`config.mk`:
```
export PLATFORM = sky130hd
export DESIGN_NAME = ocp_initiator
export DESIGN_NICKNAME = d
export VERILOG_FILES = /design/src/rtl/ocp_initiator_pkg.sv /design/src/rtl/ocp_initiator.sv
export SDC_FILE = /design/constraint.sdc
export NUM_CORES = 1
export LEC_CHECK = 0
export CAP_MARGIN = 25
export CORE_ASPECT_RATIO = 0.9
export CORE_UTILIZATION = 37
export DETAILED_ROUTE_END_ITERATION = 10
export PLACE_DENSITY = 0.76
export SLEW_MARGIN = 40
export SYNTH_ARGS = -nofsm -noshare
export SYNTH_HDL_FRONTEND = slang
export SYNTH_SLANG_ARGS = --single-unit
```
`constraint.sdc`:
```
create_clock -name clk -period 1.95 [get_ports clk]
set_input_delay 0.2925 -clock clk [delete_from_list [all_inputs] [get_ports clk]]
set_output_delay 0.2925 -clock clk [all_outputs]
set_load 0.02 [all_outputs]
```
`src/rtl/ocp_initiator_pkg.sv`:
```
// Shared OCP encodings, bus widths and FSM states for the OCP initiator.
package ocp_initiator_pkg;

    localparam int ADDR_WIDTH = 32;
    localparam int DATA_WIDTH = 32;
    localparam int BEN_WIDTH  = 4;

    localparam logic [2:0] OCP_CMD_IDLE  = 3'd0;
    localparam logic [2:0] OCP_CMD_WRITE = 3'd1;
    localparam logic [2:0] OCP_CMD_READ  = 3'd2;

    localparam logic [1:0] OCP_RESP_NULL = 2'd0;
    localparam logic [1:0] OCP_RESP_DVA  = 2'd1;
    localparam logic [1:0] OCP_RESP_FAIL = 2'd2;
    localparam logic [1:0] OCP_RESP_ERR  = 2'd3;

    typedef enum logic [1:0] {
        ST_IDLE = 2'd0,
        ST_CMD  = 2'd1,
        ST_RESP = 2'd2
    } state_t;

    function automatic logic resp_is_err(input logic [1:0] r);
        return (r == OCP_RESP_FAIL) || (r == OCP_RESP_ERR);
    endfunction

endpackage

```
`src/rtl/ocp_initiator.sv`:
```
// Single-outstanding OCP master: one client request becomes one
// OCP read or write, with a response timeout guarding against dead slaves.
module ocp_initiator
    import ocp_initiator_pkg::*;
#(
    parameter bit          WR_RESP   = 1'b1,
    parameter int unsigned TIMEOUT   = 255,
    parameter int unsigned TMO_WIDTH = 8
) (
    input  logic                  clk,
    input  logic                  nrst,
    input  logic                  i_req,
    input  logic                  i_we,
    input  logic [ADDR_WIDTH-1:0] i_addr,
    input  logic [DATA_WIDTH-1:0] i_wdata,
    input  logic [BEN_WIDTH-1:0]  i_ben,
    output logic                  o_busy,
    output logic                  o_done,
    output logic                  o_err,
    output logic                  o_tmo,
    output logic [DATA_WIDTH-1:0] o_rdata,
    output logic [ADDR_WIDTH-1:0] o_MAddr,
    output logic [2:0]            o_MCmd,
    output logic [DATA_WIDTH-1:0] o_MData,
    output logic [BEN_WIDTH-1:0]  o_MByteEn,
    input  logic                  i_SCmdAccept,
    input  logic [DATA_WIDTH-1:0] i_SData,
    input  logic [1:0]            i_SResp
);

    state_t               state_q;
    logic                 we_q;
    logic [TMO_WIDTH-1:0] cnt_q;

    logic       fin;
    logic       tmo_hit;
    logic [1:0] fin_code;

    always_comb begin
        fin = 1'b0;
        if (state_q == ST_CMD && i_SCmdAccept)
            fin = (i_SResp != OCP_RESP_NULL) || (we_q && !WR_RESP);
        else if (state_q == ST_RESP)
            fin = (i_SResp != OCP_RESP_NULL);
        // A posted write completes on accept with no response at all.
        fin_code = (i_SResp == OCP_RESP_NULL) ? OCP_RESP_DVA : i_SResp;
        tmo_hit  = (TIMEOUT != 0) && (state_q != ST_IDLE) && !fin &&
                   (cnt_q == TMO_WIDTH'(TIMEOUT));
    end

    always_ff @(posedge clk or negedge nrst) begin
        if (!nrst) begin
            state_q   <= ST_IDLE;
            we_q      <= 1'b0;
            cnt_q     <= '0;
            o_busy    <= 1'b0;
            o_done    <= 1'b0;
            o_err     <= 1'b0;
            o_tmo     <= 1'b0;
            o_rdata   <= '0;
            o_MAddr   <= '0;
            o_MCmd    <= OCP_CMD_IDLE;
            o_MData   <= '0;
            o_MByteEn <= '0;
        end else begin
            o_done <= 1'b0;
            o_err  <= 1'b0;
            o_tmo  <= 1'b0;
            if (fin || tmo_hit) begin
                state_q   <= ST_IDLE;
                o_busy    <= 1'b0;
                o_done    <= 1'b1;
                o_err     <= tmo_hit || resp_is_err(fin_code);
                o_tmo     <= tmo_hit;
                o_MAddr   <= '0;
                o_MCmd    <= OCP_CMD_IDLE;
                o_MData   <= '0;
                o_MByteEn <= '0;
                if (fin && !we_q && fin_code == OCP_RESP_DVA)
                    o_rdata <= i_SData;
            end else begin
                unique case (state_q)
                    ST_IDLE: begin
                        if (i_req && (|i_ben)) begin
                            state_q   <= ST_CMD;
                            we_q      <= i_we;
                            cnt_q     <= '0;
                            o_busy    <= 1'b1;
                            o_MAddr   <= i_addr;
                            o_MCmd    <= i_we ? OCP_CMD_WRITE : OCP_CMD_READ;
                            o_MData   <= i_we ? i_wdata : '0;
                            o_MByteEn <= i_ben;
                        end else if (i_req) begin
                            o_done <= 1'b1;
                        end
                    end
                    ST_CMD: begin
                        cnt_q <= cnt_q + TMO_WIDTH'(1);
                        if (i_SCmdAccept) begin
                            state_q   <= ST_RESP;
                            o_MAddr   <= '0;
                            o_MCmd    <= OCP_CMD_IDLE;
                            o_MData   <= '0;
                            o_MByteEn <= '0;
                        end
                    end
                    ST_RESP: begin
                        cnt_q <= cnt_q + TMO_WIDTH'(1);
                    end
                    default: begin
                        state_q <= ST_IDLE;
                        o_busy  <= 1'b0;
                    end
                endcase
            end
        end
    end

endmodule

```
==> results of run 1 <==
-- synthesized netlist by cell type, types with 2 or more instances --
cell type and count:
buf_6 7, and2_1 2, mux2_2 32, a21oi_1 3
nand2_1 10, o21ai_0 3, nor2_1 5, inv_1 6
a22o_1 70, nor4_1 5, o22ai_1 2, nand4_1 3
or2_2 2, clkbuf_1 3, mux2i_1 5, dfrtp_1 117
buf_2 7, buf_4 4, mux2_1 2, nand2b_1 5
ha_1 4, o211ai_1 2, nor4_2 2
-- report_power, final --
group          internal (mW)  switching [mW]
logic                   3.64            3.33
registers               3.58           0.690
clock network           2.52            1.09
-- cells by family after synthesis --
logic type	synth area share
buf+inv	0.0383
fa+ha+maj	0.0108
mux	0.0934
flops	0.632
simple gates	0.0562
compound gates	0.169
other cells	0.000809
-- through the flow --
step | TNS [ns] | cells
floorplan | -0.381 | 323
global placement | -24.41 | 712
detailed placement | -27.58 | 712
CTS | 0 | 748
global route | -1.27 | 755
finish | 0 | 755
-- metal layers --
layer,global-route usage,vias to the layer above
li1,-,1732
met1,0.235,1947
met2,0.356,178
met3,0.0628,32
met4,0.0938,0
met5,0,-
-- critical path: cells and delay by family (launching register included) --
family / cells / cell delay [ns]
AO/OA/AOI/OAI: 3 / 0.69
flip-flops: 1 / 0.38
buffers and inverters: 2 / 0.26
AND/OR/NAND/NOR: 1 / 0.26
adder cells (fa/ha/maj): 1 / 0.19
-- area by class of cell --
| cell class | count | area, sq um | area share |
|---|---|---|---|
| Clock inverter | 13 | 254 | 0.0314 |
| Clock buffer | 19 | 433 | 0.0536 |
| Inverter | 6 | 22.5 | 0.00279 |
| Timing Repair Buffer | 261 | 2640 | 0.327 |
| Multi-Input combinational cell | 179 | 1600 | 0.198 |
| Sequential cell | 117 | 2930 | 0.362 |
| Tap cell | 160 | 200 | 0.0248 |
-- registers in the layout, indices dropped and copies added, names as in the netlist, 2 cells and up --
signal     flops
cnt_q          8
o_MAddr       32
o_MByteEn      4
o_MCmd         2
o_MData       32
o_rdata       32
state_q        2
-- how the worst max path moves through the flow --
stage,slack (ns),endpoint,cells past startpoint
6_report,0.03,o_MAddr[9],7
5_1_grt,-0.05,o_MAddr[9],7
4_1_cts,0.002,cnt_q[0],7
3_5_place_dp,-0.33,o_MData[31],7
3_3_place_gp,-0.28,o_MData[8],7
2_1_floorplan,-0.01,o_MAddr[10],7
-- what timing repair did --
action,in CTS,in global routing
cloned,0,4
endpoints found under the setup margin,78,109
hold buffers,1,0
pin swaps,1,11
resized for setup,6,9
setup buffers,3,3
hold endpoints to repair,39,0
==> metrics.txt, run 1 <==
status completed; CORE AREA 12100 sq um; pin count of the biggest net entering global routing 54; hold crit path type in -> async; post-DP HPWL 8960 um; antenna viol nets, final 0; number of port buffers 212; worst stage delay on the critical path 0.38 ns; top layer in use met4; Final Setup Violations 0; Slew headroom 0.625; VDD IR max 0.810 mV; reg-to-reg critical path endpoint o_MAddr[9]; initial drt markers 181; CP max stage cell dfrtp_1; Pwr Total 14.8 mW; Die ar. 13000 sq um; Yosys top cell area share 0.632; Filler cells 883; CTS tree done; mapped cell area 4630 sq um; die width 120 um; Fmax 522 MHz; Post-Place Cell Area 7200 sq um; fin crit share 0.982; count of cell types in the netlist 45; M1 WL 5350 um; Reg2Reg Setup Slack 0.03 ns; RSZ-0062 raised after global routing yes; final hold slack 0.465 ns; drt wl/cell 17.8 um; Least-Margin Pin Slew 0.563 ns; WP data required 2.25 ns; Seq/Total Area, Yosys 0.632; Met3 Routed Length 890 um; net total in the final layout 693; Final WS setup 0.0345 ns; Gate Count Post-Synth 323; Arr. time, crit path 2.21 ns; FFs w/ async S/R, synth 1.00; CP Class reg -> reg; DRC viols 0; clk sink count 117; row count 38; pwr dens 1840 nW/um^2; first-pass GRT wire length 20300 um; Tmin final 1.92 ns; leading cell type in the layout, fill and taps excluded clkdlybuf4s50_1; Synthesis Warnings 0; Synth area leader dfrtp_1; Via-to-Cell Ratio 5.15; drt first pass iters 4; synthesized flop and latch total 117; Synth Area per Inst 14.3 sq um; fin. max-slew vios 0; worst path cell trace inv_2, ha_4, nand4b_1, o211ai_1, a21oi_4, buf_12, a22o_1; Synth area leaders dfrtp_1, a22o_1, mux2_2; Clk pin slew, worst setup/hold paths 0.06 ns; final WL 13400 um; RePlAce Congestion 0.847; maxcap violations 0; Clk Latency, worst-skew pair 0.41 ns; # IOs 214; R2R cell count 7; CP Max Fanout 37; Critical Path Source state_q[0]; share of post-route cells with drive strength above 1 0.218; GR Overflow Total 0; FF-to-FF Start state_q[0]; n_diodes 0; H-tree depth 4; Clock Path Buffers 2; most frequent cells in the layout clkdlybuf4s50_1, dfrtp_1, a22o_1, buf_4, mux2_2; WL met2 6770 um; Area Overhead vs Synth 74.4%; Lkg Pwr 3.52 nW; Setup crit end kind register; Clock Skews 0.00865 ns; post-route cell area 8080 sq um; startpoint types register; total CTS buffers 17; Setup WS pre-CTS -0.333 ns; vias in the first global route 3974; CTS root buf clkbuf_16; Post-synth EDFFs 0; via count 3889; synthesized net count 434; Starting Density 0.382; GRT Total Usage 0.206; initial antenna violation count 0; prevailing post-synth register cell dfrtp_1; Core Util, Final 0.667; Die Ht 108 um; Final Hold Vio Count 0
Power figures use the tool's default switching activity.
==> run 2: changes to the inputs <==
==> constraint.sdc (replaced) <==
create_clock -name clk -period 1.95 [get_ports clk]
set_input_delay 0.39 -clock clk [delete_from_list [all_inputs] [get_ports clk]]
set_output_delay 0.39 -clock clk [all_outputs]
set_load 0.02 [all_outputs]
==> metrics.txt, run 2 (synthesis results as in run 1) <==
status finished, violations left; failing checks negative setup slack; WP data required 2.23 ns; Final Setup Violations 19; hold path start i_ben[2]; number of port buffers 212; Hold Path Sink o_MByteEn[2]; maxcap violations 0; buffers and inverters on the worst path 4; worst stage delay on the critical path 0.47 ns; row count 38; Clk pin slew, worst setup/hold paths 0.05 ns; share of post-route cells with drive strength above 1 0.241; Final WS setup -0.0367 ns; Arr. time, crit path 2.27 ns; final hold slack 0.274 ns; die width 120 um; hold crit path type in -> reg; GR Overflow Total 0; pin count of the biggest net entering global routing 46; n_diodes 0; Via-to-Cell Ratio 5.19; Filler cells 844; Reg2Reg Setup Slack -0.02 ns; Final Hold Vio Count 0; hold path depth 2; CORE AREA 12100 sq um; reg-to-reg critical path endpoint o_MData[6]; initial drt markers 180; post-DP HPWL 9070 um; CTS tree done; H-tree depth 4; pwr dens 1850 nW/um^2; Critical Path Source i_ben[3]; leading cell type in the layout, fill and taps excluded clkdlybuf4s50_1; post-route cell area 8360 sq um; registers with the most flip-flops o_MAddr: 32 flops, o_MData: 32 flops, o_rdata: 32 flops; Post-Place Cell Area 7220 sq um; Setup crit end kind register; FF-to-FF Start state_q[1]; via count 3993; total CTS buffers 17; # IOs 214; most frequent cells in the layout clkdlybuf4s50_1, dfrtp_1, a22o_1, buf_4, mux2_2; startpoint types primary input; worst path cell trace clkdlybuf4s50_1, or4_4, a21boi_2, buf_4, nor4_4, buf_4, buf_12, a22o_1; clk sink count 117; RePlAce Congestion 0.835; R2R cell count 9; drt first pass iters 4; CP most frequent cell buf_4; Die Ht 108 um; VDD IR max 1.07 mV; family with the most delay on the worst path buffers and inverters; Clock Path Buffers 2; Fmax 503 MHz; fin. max-slew vios 0; Die ar. 13000 sq um; CP Max Fanout 19; Tmin final 1.99 ns; vias in the first global route 4164; CP Depth 8; fin crit share 1.02; Clock Skews 0.00839 ns; drt wl/cell 19.5 um; Clk Latency, worst-skew pair 0.41 ns; first-pass GRT wire length 21700 um; net total in the final layout 707; GRT Total Usage 0.223; initial antenna violation count 0; CP max stage cell or4_4; CTS root buf clkbuf_16; Area Overhead vs Synth 80.4%; Lkg Pwr 3.67 nW; final WL 15000 um; antenna viol nets, final 0; Starting Density 0.382; RSZ-0062 raised after global routing yes; DRC viols 0; CP Class in -> reg
[run 2: layout make-up]
class	count	area, sq um	area share
inverters	6	22.5	0.00269
clock inverters	12	155	0.0186
clock buffers	20	447	0.0534
well taps	160	200	0.0240
repair buffers	275	2910	0.348
multi-input cells	179	1700	0.203
flip-flops and latches	117	2930	0.350
[run 2: worst max path at each step]
stage / to / slack, ns
after floorplan: o_MAddr[10] / -0.01
after detailed placement: state_q[0] / -0.45
after global routing: o_MAddr[18] / -0.10
final: o_MData[6] / -0.04
after CTS: o_MAddr[16] / 0.003
after global placement: o_MData[6] / -0.40
[run 2: power breakdown]
group	switching (mW)	internal, mW	total (mW)
Sequential	0.704	3.58	4.28
Clock	1.09	2.04	3.13
Combinational	3.69	4.39	8.07
[run 2: metal layers]
metal,routed length (um),vias up,GRT usage
met1,6000,2014,0.251
li1,-,1770,-
met3,924,22,0.0717
met2,7790,187,0.402
met4,261,0,0.0652
met5,0,-,0
[run 2: repair_timing]
| item | CTS | global route |
|---|---|---|
| pin swaps | 13 | 24 |
| gates resized for setup | 17 | 27 |
| setup endpoints to repair | 100 | 100 |
| setup buffers | 11 | 2 |
| cloned | 5 | 6 |
| hold buffers | 1 | 0 |
| hold endpoints to repair | 30 | 0 |
[run 2: through the flow]
stage / setup slack (ns) / TNS, ns / util / instances / power, mW
CTS: 0.00263 / 0 / 0.670 / 762 / 14.9
global route: -0.105 / -5.00 / 0.689 / 769 / 16.2
floorplan: -0.0127 / -0.381 / - / 323 / 7.68
detailed placement: -0.445 / -41.13 / 0.595 / 713 / 11.0
global placement: -0.399 / -37.91 / 0.595 / 713 / 10.8
finish: -0.0367 / -0.167 / 0.689 / 769 / 15.5
